**config.mk**
```make
export PLATFORM = sky130hd
export DESIGN_NAME = sequenciador_acoes
export DESIGN_NICKNAME = d
export VERILOG_FILES = /design/src/rtl/brinquedo_pkg.sv /design/src/rtl/debounce_botao.sv /design/src/rtl/sequenciador_acoes.sv
export SDC_FILE = /design/constraint.sdc
export NUM_CORES = 1
export LEC_CHECK = 0
export BUFFER_PORTS_ARGS = -buffer_cell sky130_fd_sc_hd__buf_2
export CAP_MARGIN = 0
export CORE_ASPECT_RATIO = 0.8
export CORE_MARGIN = 2
export CORE_UTILIZATION = 55
export DETAILED_ROUTE_END_ITERATION = 8
export HOLD_SLACK_MARGIN = 0.03
export PLACE_DENSITY = 0.76
export SLEW_MARGIN = 0
export SYNTH_ARGS = -nofsm -noshare
export SYNTH_HDL_FRONTEND = slang
export SYNTH_HIERARCHICAL = 1
export SYNTH_SLANG_ARGS = --single-unit
```
**constraint.sdc**
```tcl
create_clock -name clock_entrada -period 2.6 [get_ports clock_entrada]
set_input_delay 0.39 -clock clock_entrada [delete_from_list [all_inputs] [get_ports clock_entrada]]
set_output_delay 0.39 -clock clock_entrada [all_outputs]
set_load 0.1 [all_outputs]
```
**src/rtl/brinquedo_pkg.sv**
```systemverilog
// Shared codes for the dog toy action sequencer: FSM state codes, speed codes
// and the number of base ticks per advance at each speed.
package brinquedo_pkg;

    localparam logic [1:0] EST_DESLIGADO = 2'b00;
    localparam logic [1:0] EST_RODANDO   = 2'b01;
    localparam logic [1:0] EST_PAUSADO   = 2'b10;
    localparam logic [1:0] EST_MANUAL    = 2'b11;

    localparam logic [1:0] SPD_LENTA  = 2'b00;
    localparam logic [1:0] SPD_MEDIA  = 2'b01;
    localparam logic [1:0] SPD_RAPIDA = 2'b10;
    localparam logic [1:0] SPD_MANUAL = 2'b11;

    localparam int unsigned N_LENTA  = 4;
    localparam int unsigned N_MEDIA  = 2;
    localparam int unsigned N_RAPIDA = 1;

    localparam int unsigned NUM_ACOES_PADRAO = 6;
    localparam int unsigned PASSO_W          = 2;
    localparam int unsigned ACAO_W           = 3;

    // Terminal value of the step counter for a given speed code
    function automatic logic [PASSO_W-1:0] passo_final(input logic [1:0] spd);
        case (spd)
            SPD_LENTA: return PASSO_W'(N_LENTA - 1);
            SPD_MEDIA: return PASSO_W'(N_MEDIA - 1);
            default:   return PASSO_W'(N_RAPIDA - 1);
        endcase
    endfunction

endpackage

```
**src/rtl/debounce_botao.sv**
```systemverilog
// Pushbutton conditioner: 2-FF synchronizer, stability counter and a
// single-cycle press event on an accepted 1->0 level change.
module debounce_botao #(
    parameter int unsigned DEBOUNCE_CYCLES = 500_000
) (
    input  logic clock_entrada,
    input  logic reset,
    input  logic botao_in,
    output logic press
);

    localparam int unsigned CNT_W = (DEBOUNCE_CYCLES > 1) ? $clog2(DEBOUNCE_CYCLES) : 1;
    localparam logic [CNT_W-1:0] CNT_FIM = CNT_W'(DEBOUNCE_CYCLES - 1);

    logic             s1_q, s1_d;
    logic             s2_q, s2_d;
    logic             estavel_q, estavel_d;
    logic             press_q, press_d;
    logic [CNT_W-1:0] cnt_q, cnt_d;

    // Any sample equal to the accepted level restarts the stability count
    always_comb begin
        s1_d      = botao_in;
        s2_d      = s1_q;
        estavel_d = estavel_q;
        cnt_d     = cnt_q;
        press_d   = 1'b0;
        if (s2_q == estavel_q) begin
            cnt_d = '0;
        end else if (cnt_q == CNT_FIM) begin
            estavel_d = s2_q;
            cnt_d     = '0;
            press_d   = ~s2_q;
        end else begin
            cnt_d = cnt_q + CNT_W'(1);
        end
    end

    always_ff @(posedge clock_entrada or posedge reset) begin
        if (reset) begin
            s1_q      <= 1'b0;
            s2_q      <= 1'b0;
            estavel_q <= 1'b0;
            press_q   <= 1'b0;
            cnt_q     <= '0;
        end else begin
            s1_q      <= s1_d;
            s2_q      <= s2_d;
            estavel_q <= estavel_d;
            press_q   <= press_d;
            cnt_q     <= cnt_d;
        end
    end

    assign press = press_q;

endmodule

```
**src/rtl/sequenciador_acoes.sv**
```systemverilog
// Action-index sequencer for the dog toy: synchronizes the switches, runs the
// base/step tick counters and the power/run/pause/manual FSM.
module sequenciador_acoes
    import brinquedo_pkg::*;
#(
    parameter int unsigned TICK_DIV        = 50_000_000 / 8,
    parameter int unsigned NUM_ACOES       = NUM_ACOES_PADRAO,
    parameter int unsigned DEBOUNCE_CYCLES = 500_000
) (
    input  logic       clock_entrada,
    input  logic       reset,
    input  logic       power,
    input  logic       botao_in,
    input  logic       chave1,
    input  logic       chave2,
    output logic [2:0] acoes,
    output logic [1:0] velocidade,
    output logic [1:0] estado,
    output logic       passo
);

    localparam int unsigned BASE_W = (TICK_DIV > 1) ? $clog2(TICK_DIV) : 1;
    localparam logic [BASE_W-1:0] BASE_FIM = BASE_W'(TICK_DIV - 1);
    localparam logic [ACAO_W-1:0] ACAO_FIM = ACAO_W'(NUM_ACOES - 1);

    logic               power_s1_q, power_s1_d;
    logic               power_s2_q, power_s2_d;
    logic [1:0]         chave_s1_q, chave_s1_d;
    logic [1:0]         velocidade_q, velocidade_d;
    logic [1:0]         estado_q, estado_d;
    logic [ACAO_W-1:0]  acoes_q, acoes_d;
    logic               passo_q, passo_d;
    logic [BASE_W-1:0]  base_q, base_d;
    logic [PASSO_W-1:0] step_q, step_d;

    logic               press;
    logic               spd_chg;
    logic               base_tick;
    logic               step_fim;
    logic [ACAO_W-1:0]  acoes_prox;
    logic [BASE_W-1:0]  base_inc;

    debounce_botao #(
        .DEBOUNCE_CYCLES(DEBOUNCE_CYCLES)
    ) u_debounce (
        .clock_entrada(clock_entrada),
        .reset        (reset),
        .botao_in     (botao_in),
        .press        (press)
    );

    // A speed change is acted on at the same edge velocidade takes its new value
    always_comb begin
        power_s1_d   = power;
        power_s2_d   = power_s1_q;
        chave_s1_d   = {chave2, chave1};
        velocidade_d = chave_s1_q;
        spd_chg      = (velocidade_d != velocidade_q);
        base_tick    = (base_q == BASE_FIM);
        step_fim     = (step_q == passo_final(velocidade_q));
        base_inc     = base_tick ? '0 : base_q + BASE_W'(1);
        acoes_prox   = (acoes_q == ACAO_FIM) ? '0 : acoes_q + ACAO_W'(1);
    end

    always_comb begin
        estado_d = estado_q;
        acoes_d  = acoes_q;
        base_d   = base_q;
        step_d   = step_q;
        passo_d  = 1'b0;
        if (!power_s2_q) begin
            estado_d = EST_DESLIGADO;
            acoes_d  = '0;
            base_d   = '0;
            step_d   = '0;
        end else begin
            case (estado_q)
                EST_DESLIGADO: begin
                    acoes_d  = '0;
                    base_d   = '0;
                    step_d   = '0;
                    estado_d = (velocidade_d == SPD_MANUAL) ? EST_MANUAL : EST_RODANDO;
                end
                EST_RODANDO: begin
                    if (spd_chg) begin
                        step_d = '0;
                        if (velocidade_d == SPD_MANUAL) begin
                            estado_d = EST_MANUAL;
                            base_d   = '0;
                        end else begin
                            base_d = base_inc;
                        end
                    end else if (press) begin
                        estado_d = EST_PAUSADO;
                    end else begin
                        base_d = base_inc;
                        if (base_tick) begin
                            if (step_fim) begin
                                step_d  = '0;
                                acoes_d = acoes_prox;
                                passo_d = 1'b1;
                            end else begin
                                step_d = step_q + PASSO_W'(1);
                            end
                        end
                    end
                end
                EST_PAUSADO: begin
                    if (spd_chg) begin
                        step_d = '0;
                    end else if (press) begin
                        // Resuming with the manual code parked goes straight to manual
                        if (velocidade_d == SPD_MANUAL) begin
                            estado_d = EST_MANUAL;
                            base_d   = '0;
                            step_d   = '0;
                        end else begin
                            estado_d = EST_RODANDO;
                        end
                    end
                end
                default: begin
                    base_d = '0;
                    step_d = '0;
                    if (spd_chg) begin
                        estado_d = EST_RODANDO;
                    end else if (press) begin
                        acoes_d = acoes_prox;
                        passo_d = 1'b1;
                    end
                end
            endcase
        end
    end

    always_ff @(posedge clock_entrada or posedge reset) begin
        if (reset) begin
            power_s1_q   <= 1'b0;
            power_s2_q   <= 1'b0;
            chave_s1_q   <= 2'b00;
            velocidade_q <= 2'b00;
            estado_q     <= EST_DESLIGADO;
            acoes_q      <= '0;
            passo_q      <= 1'b0;
            base_q       <= '0;
            step_q       <= '0;
        end else begin
            power_s1_q   <= power_s1_d;
            power_s2_q   <= power_s2_d;
            chave_s1_q   <= chave_s1_d;
            velocidade_q <= velocidade_d;
            estado_q     <= estado_d;
            acoes_q      <= acoes_d;
            passo_q      <= passo_d;
            base_q       <= base_d;
            step_q       <= step_d;
        end
    end

    assign acoes      = acoes_q;
    assign velocidade = velocidade_q;
    assign estado     = estado_q;
    assign passo      = passo_q;

endmodule
```
# Word level (Yosys, flattened, before mapping)
# Cells that the tools add are included.
[word_totals]
ff_bits = 60
output_inout_bits = 8
elab_cells = 104
in_bits = 6
[classes]
n_reduce_logical = 8
n_mux = 49
bitwise = 2
add_sub_neg = 4
eq_ne = 27
[ops]
columns = ["cell", "count"]
rows = [
  ["2-to-1 mux 23 bit", 8],
  ["case mux 23 bit (2 select lines)", 1],
  ["2-to-1 mux 19 bit", 2],
  ["2-to-1 mux 2 bit", 16],
  ["2-to-1 mux 3 bit", 8],
  ["adder 23 x 1 -> 23 bit (second input constant)", 1],
  ["== test 23 bit (second input constant)", 1],
  ["adder 19 x 1 -> 19 bit (second input constant)", 1],
  ["== test 19 bit (second input constant)", 1],
  ["!= test 3 bit (second input constant)", 6],
  ["!= test 4 bit (second input constant)", 4],
  ["2-to-1 mux 1 bit", 9],
  ["case mux 3 bit (3 select lines)", 1],
  ["!= test 4 x 3 -> 1 bit (second input constant)", 2],
  ["case mux 2 bit (2 select lines)", 2],
  ["AND reduction 4 bit", 2],
  ["AND reduction 7 bit", 1],
  ["!= test 3 x 2 -> 1 bit (second input constant)", 2],
  ["case mux 2 bit (3 select lines)", 1],
  ["!= test 5 x 1 -> 1 bit (second input constant)", 1],
  ["AND reduction 5 bit", 1],
  ["== test 2 x 1 -> 1 bit (second input constant)", 2],
  ["== test 2 bit (second input constant)", 2],
  ["zero test 2 bit", 2],
  ["other kinds (12)", 13],
]

# Logic depth before layout (Yosys ltp)
# Gate-level depths: netlist (run 1).
[logic_depth]
word_depth = 9
mapped_depth = 9
mapped_depth_nobuf = 7

# Cells and area by module
# Netlist (run 1), hierarchy kept.
[modules_own_cells]
columns = ["module", "cells_per_inst", "area_each_um2", "seq_area_each_um2", "instances"]
rows = [
  ["sequenciador_acoes", 227, 2167.1, 925.9, 1],
  ["debounce_botao", 108, 1153.6, 575.6, 1],
]

# Least setup slack after synthesis (run 1)
# OpenSTA, ideal clock, no wires.
[synth_timing]
path_type = "flip-flop to flip-flop"
from = "register estado_q[0] (netlist: estado[0])"
to = "register base_q[13]"
path_slack_ps = -123
path_buffers = 1
t_arrival_ps = 2646
period_less_slack_ps = 2723
path_stages_with_launch = 9
required_ps = 2523
cell_sequence = "dfrtp_1 > inv_1 > ha_1 > nand2_1 > o21bai_1 > buf_2 > nand4_1 > or4_1 > a21oi_1"
[synth_via]
elab_chain_len = 3
elab_cells_between_ends = 9
classes_between = "eq/ne: 6; mux: 2; reduce/logical: 1"
[synth_lines]
columns = ["item", "line_no", "source"]
rows = [
  ["from (decl)", "sequenciador_acoes.sv:30", "logic [1:0] estado_q, estado_d;"],
  ["from (signal assigned)", "sequenciador_acoes.sv:152", "estado_q <= estado_d;"],
  ["== test 2 x 1 -> 1 bit or == test 2 bit (tied branches)", "sequenciador_acoes.sv:77", "case (estado_q)"],
  ["!= test 4 bit (no source line) (tied with other cells)", "--", ""],
  ["AND reduction 4 bit (no source line) or 2-to-1 mux 23 bit (tied branches)", "--", ""],
  ["to (signal assigned)", "sequenciador_acoes.sv:155", "base_q <= base_d;"],
  ["to (decl)", "sequenciador_acoes.sv:33", "logic [BASE_W-1:0] base_q, base_d;"],
]
# Several ways; a longest one is shown, not always the timed one.
# A chain may end at the register's enable or synchronous reset.

# Worst setup path after layout (run 1)
[layout_timing]
from = "register estado_q[0] (netlist: estado[0])"
to = "register base_q[0]"
# Same word-level chain as after synthesis.

==> flow_metrics.env, run 1 <==
export IMPL_clockBufferDepth=2
export IMPL_worst_path_buf_inv=1
export IMPL_syn_area_per_cell_um2=9.91
export IMPL_layout_min_cycle_time_ns=2.43
export IMPL_tightestPinTransition_ns=0.872
export IMPL_die_x_um=90.9
export IMPL_diodes=0
export IMPL_ir_worst_vdd_mv=0.369
export IMPL_rr_startpoint="estado[0]"
export IMPL_netlist_area_um2=3320
export IMPL_syn_nets=347
export IMPL_antenna_found_initial=0
export IMPL_dr_pass1_iters=5
export IMPL_synth_edf_count=0
export IMPL_synth_cells=335
export IMPL_grt_setup_unrepaired="false"
export IMPL_fin_nets=367
export IMPL_crit_slowest_cell="nor2_1"
export IMPL_holdCritPathClass="in2async"
export IMPL_crit_arrival_ns=2.71
export IMPL_grt_pass1_vias=2323
export IMPL_drc=0
export IMPL_worst_setup_path_start_kind="flip-flop"
export IMPL_die_area_um2=6680
export IMPL_vias=2584
export IMPL_finalWirelength_um=6700
export IMPL_cts_buffers=9
export IMPL_timing_fmax_mhz=412
export IMPL_overflow=0
export IMPL_crit_chain="inv_1 > ha_1 > nand2_1 > o21bai_1 > nand2_1 > nor2_1 > mux2_2"
export IMPL_crit_type="reg2reg"
export IMPL_fp_row_count=25
export IMPL_ys_ff_latch=60
export IMPL_slew_violations=0
export IMPL_cts_hold_buffers=0
export IMPL_grt_pass1_wl_um=11200
export IMPL_status="finished clean"
export IMPL_yosys_area_top_type_share=0.452
export IMPL_synth_async_reset_ratio=1.00
export IMPL_ys_warn_count=6
export IMPL_worstSkewPairLatency_ns=0.33
export IMPL_io_pins=14
export IMPL_gp_congestion=0.891
export IMPL_track_usage=0.214
export IMPL_area_growth_syn_to_layout_pct=9.23
export IMPL_endpoint_kind="flip-flop"
export IMPL_worstPathRequired_ns=2.88
export IMPL_viasPerCell=5.89
export IMPL_synthTopCellsByArea="dfrtp_1 45%, nor2_1 4.0%, xnor2_1 4.0%"
export IMPL_whs_ns=0.159
export IMPL_ant_nets=0
export IMPL_hold_violations=0
export IMPL_coreArea_um2=5880
export IMPL_cts_tree="yes"
export IMPL_crit_start="estado[0]"
export IMPL_drive_above_1_share=0.151
export IMPL_wl_per_cell_um=15.3
export IMPL_finalClockSkew_ns=0.0102
export IMPL_p_leak_nw=1.51
export IMPL_synthFlopType="dfrtp_1"
export IMPL_cts_root_buf="clkbuf_8"
export IMPL_path_max_fanout=11
export IMPL_start_util=0.565
export IMPL_crit_family="simple AND/OR/NAND/NOR gates"
export IMPL_portBuffers=13
export IMPL_clock_sinks=60
export IMPL_post_route_period_util=0.934
export IMPL_final_common_cell="dfrtp_1"
export IMPL_clk_pin_slew_ns=0.07
export IMPL_cp_slowest_stage_delay_ns=0.45
export IMPL_path_depth=7
export IMPL_final_cell_mix="58 x dfrtp_1, 35 x nor2_1, 22 x nand2_1"
export IMPL_slew_headroom=0.418
export IMPL_drv_cap=0
export IMPL_drt_iter0_markers=213
export IMPL_rr_worst_depth=7
export IMPL_grt_max_degree=38
export IMPL_power_density_nw_per_um2=654
export IMPL_cts_htree_levels=3
export IMPL_finalSetupTns_ns=0
export IMPL_ys_types=59
export IMPL_fp_dieH_um=73.5
export IMPL_synth_largest_area_cell="dfrtp_1"
export IMPL_setup_viol=0
export IMPL_ys_seq_area_frac=0.452
export IMPL_crit_top_cell="nand2_1"
export IMPL_hpwlAfterDp_um=4540
[Yosys cell counts, types with 3 or more instances]
library cell	n
dfrtp_1	60
nor2_1	35
nand2_1	22
a21oi_1	17
inv_1	17
nand3_1	16
o21ai_0	15
xnor2_1	15
nand4_1	12
nor3_1	9
nor4_1	9
or3_1	9
xor2_1	9
a22o_1	6
ha_1	6
nand4b_1	6
buf_2	4
mux2i_1	4
nor4bb_1	4
o31ai_1	4
and2_1	3
and3_1	3
buf_4	3
nand4_4	3
nor4_4	3
[power by group]
part	switching [mW]	internal, mW	leakage [nW]	total [mW]
registers	0.0472	0.976	0.812	1.02
logic	0.476	0.173	0.609	0.649
clock network	0.342	0.356	0.0848	0.698
[tightest hold or removal path, delay by kind of cell]
kind / cells / cell delay (ns)
buffers and inverters: 3 / 0.53
[metrics by stage]
step / instances / util / setup WS [ns] / power, mW / instance area (um^2)
2_1_floorplan: 335 / - / 0.211 / 1.57 / 3320
3_5_place_dp: 421 / 0.585 / 0.206 / 1.68 / 3440
4_1_cts: 435 / 0.611 / 0.173 / 2.39 / 3600
6_report: 439 / 0.617 / 0.173 / 2.37 / 3630
3_3_place_gp: 421 / 0.585 / 0.341 / 1.66 / 3440
5_1_grt: 439 / 0.617 / 0.0189 / 2.50 / 3630
[layout make-up]
| class | instances | area (um^2) |
|---|---|---|
| clock inverters | 3 | 15.0 |
| well taps | 81 | 101 |
| flip-flops and latches | 60 | 1500 |
| inverters | 17 | 63.8 |
| repair buffers | 18 | 103 |
| clock buffers | 11 | 141 |
| fillers | 543 | 2250 |
| multi-input cells | 249 | 1700 |
[layer usage]
| layer | wire length, um | vias to the layer above | track usage |
|---|---|---|---|
| met5 | 0 | - | 0 |
| met4 | 46 | 0 | 0.0556 |
| met3 | 413 | 7 | 0.0656 |
| met2 | 3110 | 85 | 0.337 |
| met1 | 3130 | 1232 | 0.292 |
| li1 | - | 1260 | - |
[sequential cells by signal, indices dropped and copies added, names as in the netlist]
name	count
base_q	23
u_debounce/cnt_q	19
acoes	3
chave_s1_q	2
estado	2
step_q	2
velocidade	2
passo	1
power_s1_q	1
power_s2_q	1
u_debounce/estavel_q	1
u_debounce/press	1
u_debounce/s1_q	1
u_debounce/s2_q	1
[what timing repair did]
item                                    CTS  global route
setup buffers                             0             4
endpoints found under the setup margin    0            16
gates resized for setup                   0             1
[path summary, 6_finish.rpt]
path | slack [ns] | endpoint
setup / recovery | 0.17 | base_q[0]
hold / removal | 0.16 | base_q[0]
setup reg to reg | 0.17 | base_q[0]
hold reg to reg | 0.35 | u_debounce/s2_q
max in group asynchronous | 1.81 | u_debounce/estavel_q
min in group clock_entrada | 0.16 | u_debounce/s1_q
[cell families after synthesis]
| group | after synthesis | synth area share |
|---|---|---|
| DFF | 60 | 0.452 |
| adders and majority gates | 6 | 0.0226 |
| AOI/OAI and AO/OA | 59 | 0.118 |
| xor gates and xnor gates | 24 | 0.0633 |
| buffers and inverters | 26 | 0.0365 |
| muxes | 6 | 0.0188 |
| and+or+nand+nor | 154 | 0.289 |
No activity file was read; power rests on OpenSTA's default activity.
==> run 2, diff against run 1 <==
- BUFFER_PORTS_ARGS: -buffer_cell sky130_fd_sc_hd__buf_2 -> not set
- DONT_BUFFER_PORTS: not set -> 1
- PLACE_DENSITY: 0.76 -> 0.74
==> run 2 against run 1 <==
Against the previous run:
- cell count shrank 1.4%
- flip-flop and latch count is the same
- clock skew down 0.0014 ns
- combinational power shrank 0.6%
- maximum frequency is 2.4% higher
- cell area decreased by 0.52%
- register-to-register slack gained 0.06 ns
- count of clock-buffer cells in the layout increased by 3
- largest power group unchanged
- highest routed layer unchanged
==> flow_metrics.env, run 2 (synthesized netlist as in run 1, its figures left out) <==
export IMPL_largest_reg_flops=23
export IMPL_path_max_fanout=11
export IMPL_post_route_period_util=0.912
export IMPL_hpwlAfterDp_um=4720
export IMPL_antenna_found_initial=0
export IMPL_hold_path_depth=0
export IMPL_coreArea_um2=5880
export IMPL_holdPathEnd="chave_s1_q[1]"
export IMPL_netSwitchingPower_mw=0.850
export IMPL_r2r_end="base_q[17]"
export IMPL_clk_pin_slew_ns=0.06
export IMPL_status="finished clean"
export IMPL_fp_row_count=25
export IMPL_setup_viol=0
export IMPL_drive_above_1_share=0.131
export IMPL_drv_cap=0
export IMPL_finalSetupTns_ns=0
export IMPL_timing_fmax_mhz=422
export IMPL_die_x_um=90.9
export IMPL_grt_max_degree=24
export IMPL_slew_headroom=0.371
export IMPL_io_pins=14
export IMPL_layout_min_cycle_time_ns=2.37
export IMPL_drc=0
export IMPL_slew_violations=0
export IMPL_grt_setup_unrepaired="false"
export IMPL_grt_pass1_wl_um=11300
export IMPL_vias=2581
export IMPL_endpoint_kind="flip-flop"
export IMPL_worst_setup_path_start_kind="flip-flop"
export IMPL_cts_tree="yes"
export IMPL_crit_type="reg2reg"
export IMPL_ant_nets=0
export IMPL_clockBufferDepth=2
export IMPL_drt_iter0_markers=298
export IMPL_ir_worst_vdd_mv=0.398
export IMPL_worstSkewPairLatency_ns=0.34
export IMPL_dr_pass1_iters=5
export IMPL_fp_dieH_um=73.5
export IMPL_crit_arrival_ns=2.63
export IMPL_clock_sinks=60
export IMPL_holdCritPathClass="in2reg"
export IMPL_grt_pass1_vias=2390
export IMPL_cts_root_buf="clkbuf_8"
export IMPL_track_usage=0.216
export IMPL_hold_violations=0
export IMPL_min_delay_start="chave2"
export IMPL_tightestPinTransition_ns=0.944
export IMPL_postLayoutCoreUtil=0.614
export IMPL_rr_startpoint="estado[0]"
export IMPL_nFillCells=504
export IMPL_fin_nets=359
export IMPL_ff2ff_setup_slack_ns=0.23
export IMPL_final_cell_mix="58 x dfrtp_1, 34 x nor2_1, 22 x nand2_1"
export IMPL_swShare=0.357
export IMPL_p_leak_nw=1.47
export IMPL_rr_worst_depth=7
export IMPL_cts_htree_levels=3
export IMPL_pwr_share_seq=0.431
export IMPL_power_density_nw_per_um2=659
export IMPL_regMostFlops="base_q"
export IMPL_worstPathRequired_ns=2.86
export IMPL_start_util=0.565
export IMPL_area_growth_syn_to_layout_pct=8.67
export IMPL_finalClockSkew_ns=0.00885
export IMPL_portBuffers=0
export IMPL_finalWirelength_um=6550
export IMPL_overflow=0
export IMPL_diodes=0
export IMPL_die_area_um2=6680
export IMPL_final_common_cell="dfrtp_1"
export IMPL_cts_buffers=9
export IMPL_viasPerCell=5.96
export IMPL_clkPwrFrac=0.298
export IMPL_p_comb_frac=0.271
export IMPL_power_internal_mw=1.53
export IMPL_gp_congestion=0.892
export IMPL_wl_per_cell_um=15.1
[run 2: cell count changes in the layout (fill, tap and decap cells not counted)]
cell      change
clkinv_2      -1
nor2_1        -1
buf_4         +5
clkbuf_1      +3
nor2_2        +1
buf_2        -13
[run 2: cell type report]
| class | count | area, um^2 | area share |
|---|---|---|---|
| Clock buffer | 14 | 153 | 0.0423 |
| Clock inverter | 2 | 10.0 | 0.00277 |
| Inverter | 17 | 63.8 | 0.0177 |
| Multi-Input combinational cell | 249 | 1700 | 0.472 |
| Sequential cell | 60 | 1500 | 0.417 |
| Tap cell | 81 | 101 | 0.0281 |
| Timing Repair Buffer | 10 | 75.1 | 0.0208 |
[run 2: timing repair]
action                     CTS  global route
gates resized for setup      0             2
hold buffers                 0             0
buffers inserted             0             1
setup endpoints to repair    0            12
[run 2: metal layers]
layer / wire [um] / global-route usage
met1: 3190 / 0.301
met2: 2900 / 0.327
met3: 375 / 0.0677
met4: 94 / 0.0690
met5: 0 / 0
[run 2: critical path: stages, from the launching register on]
cell      delay, ns
dfrtp_2        0.38
inv_1          0.09
ha_1           0.29
nand2_1        0.15
o21bai_1       0.37
nand2_1        0.41
or3_1          0.45
a21oi_1        0.16
[run 2: worst max path at each step]
stage	start	end	depth (start not counted)
6_report	estado[0]	base_q[17]	7
3_3_place_gp	estado[0]	base_q[20]	7
5_1_grt	estado[0]	base_q[22]	7
2_1_floorplan	estado[0]	base_q[13]	8
3_5_place_dp	estado[0]	base_q[0]	7
4_1_cts	estado[0]	base_q[0]	7
[run 2: power groups by stage]
stage               Combinational, mW  Sequential [mW]  Clock (mW)
CTS                             0.645             1.02       0.731
finish                          0.645             1.02       0.710
floorplan                       0.354             1.22           0
global placement                0.637             1.04           0
global route                    0.708             1.03       0.783
detailed placement              0.643             1.04           0
[run 2: metrics by stage]
stage | power, mW | hold WS, ns | area (um^2) | worst slack [ns] | cells
2_1_floorplan | 1.57 | 0.331 | 3320 | 0.211 | 335
3_3_place_gp | 1.68 | 0.333 | 3430 | 0.296 | 416
3_5_place_dp | 1.68 | 0.335 | 3430 | 0.186 | 416
4_1_cts | 2.40 | 0.0652 | 3600 | 0.175 | 432
5_1_grt | 2.52 | 0.0504 | 3610 | 0.0234 | 433
6_report | 2.38 | 0.0805 | 3610 | 0.228 | 433
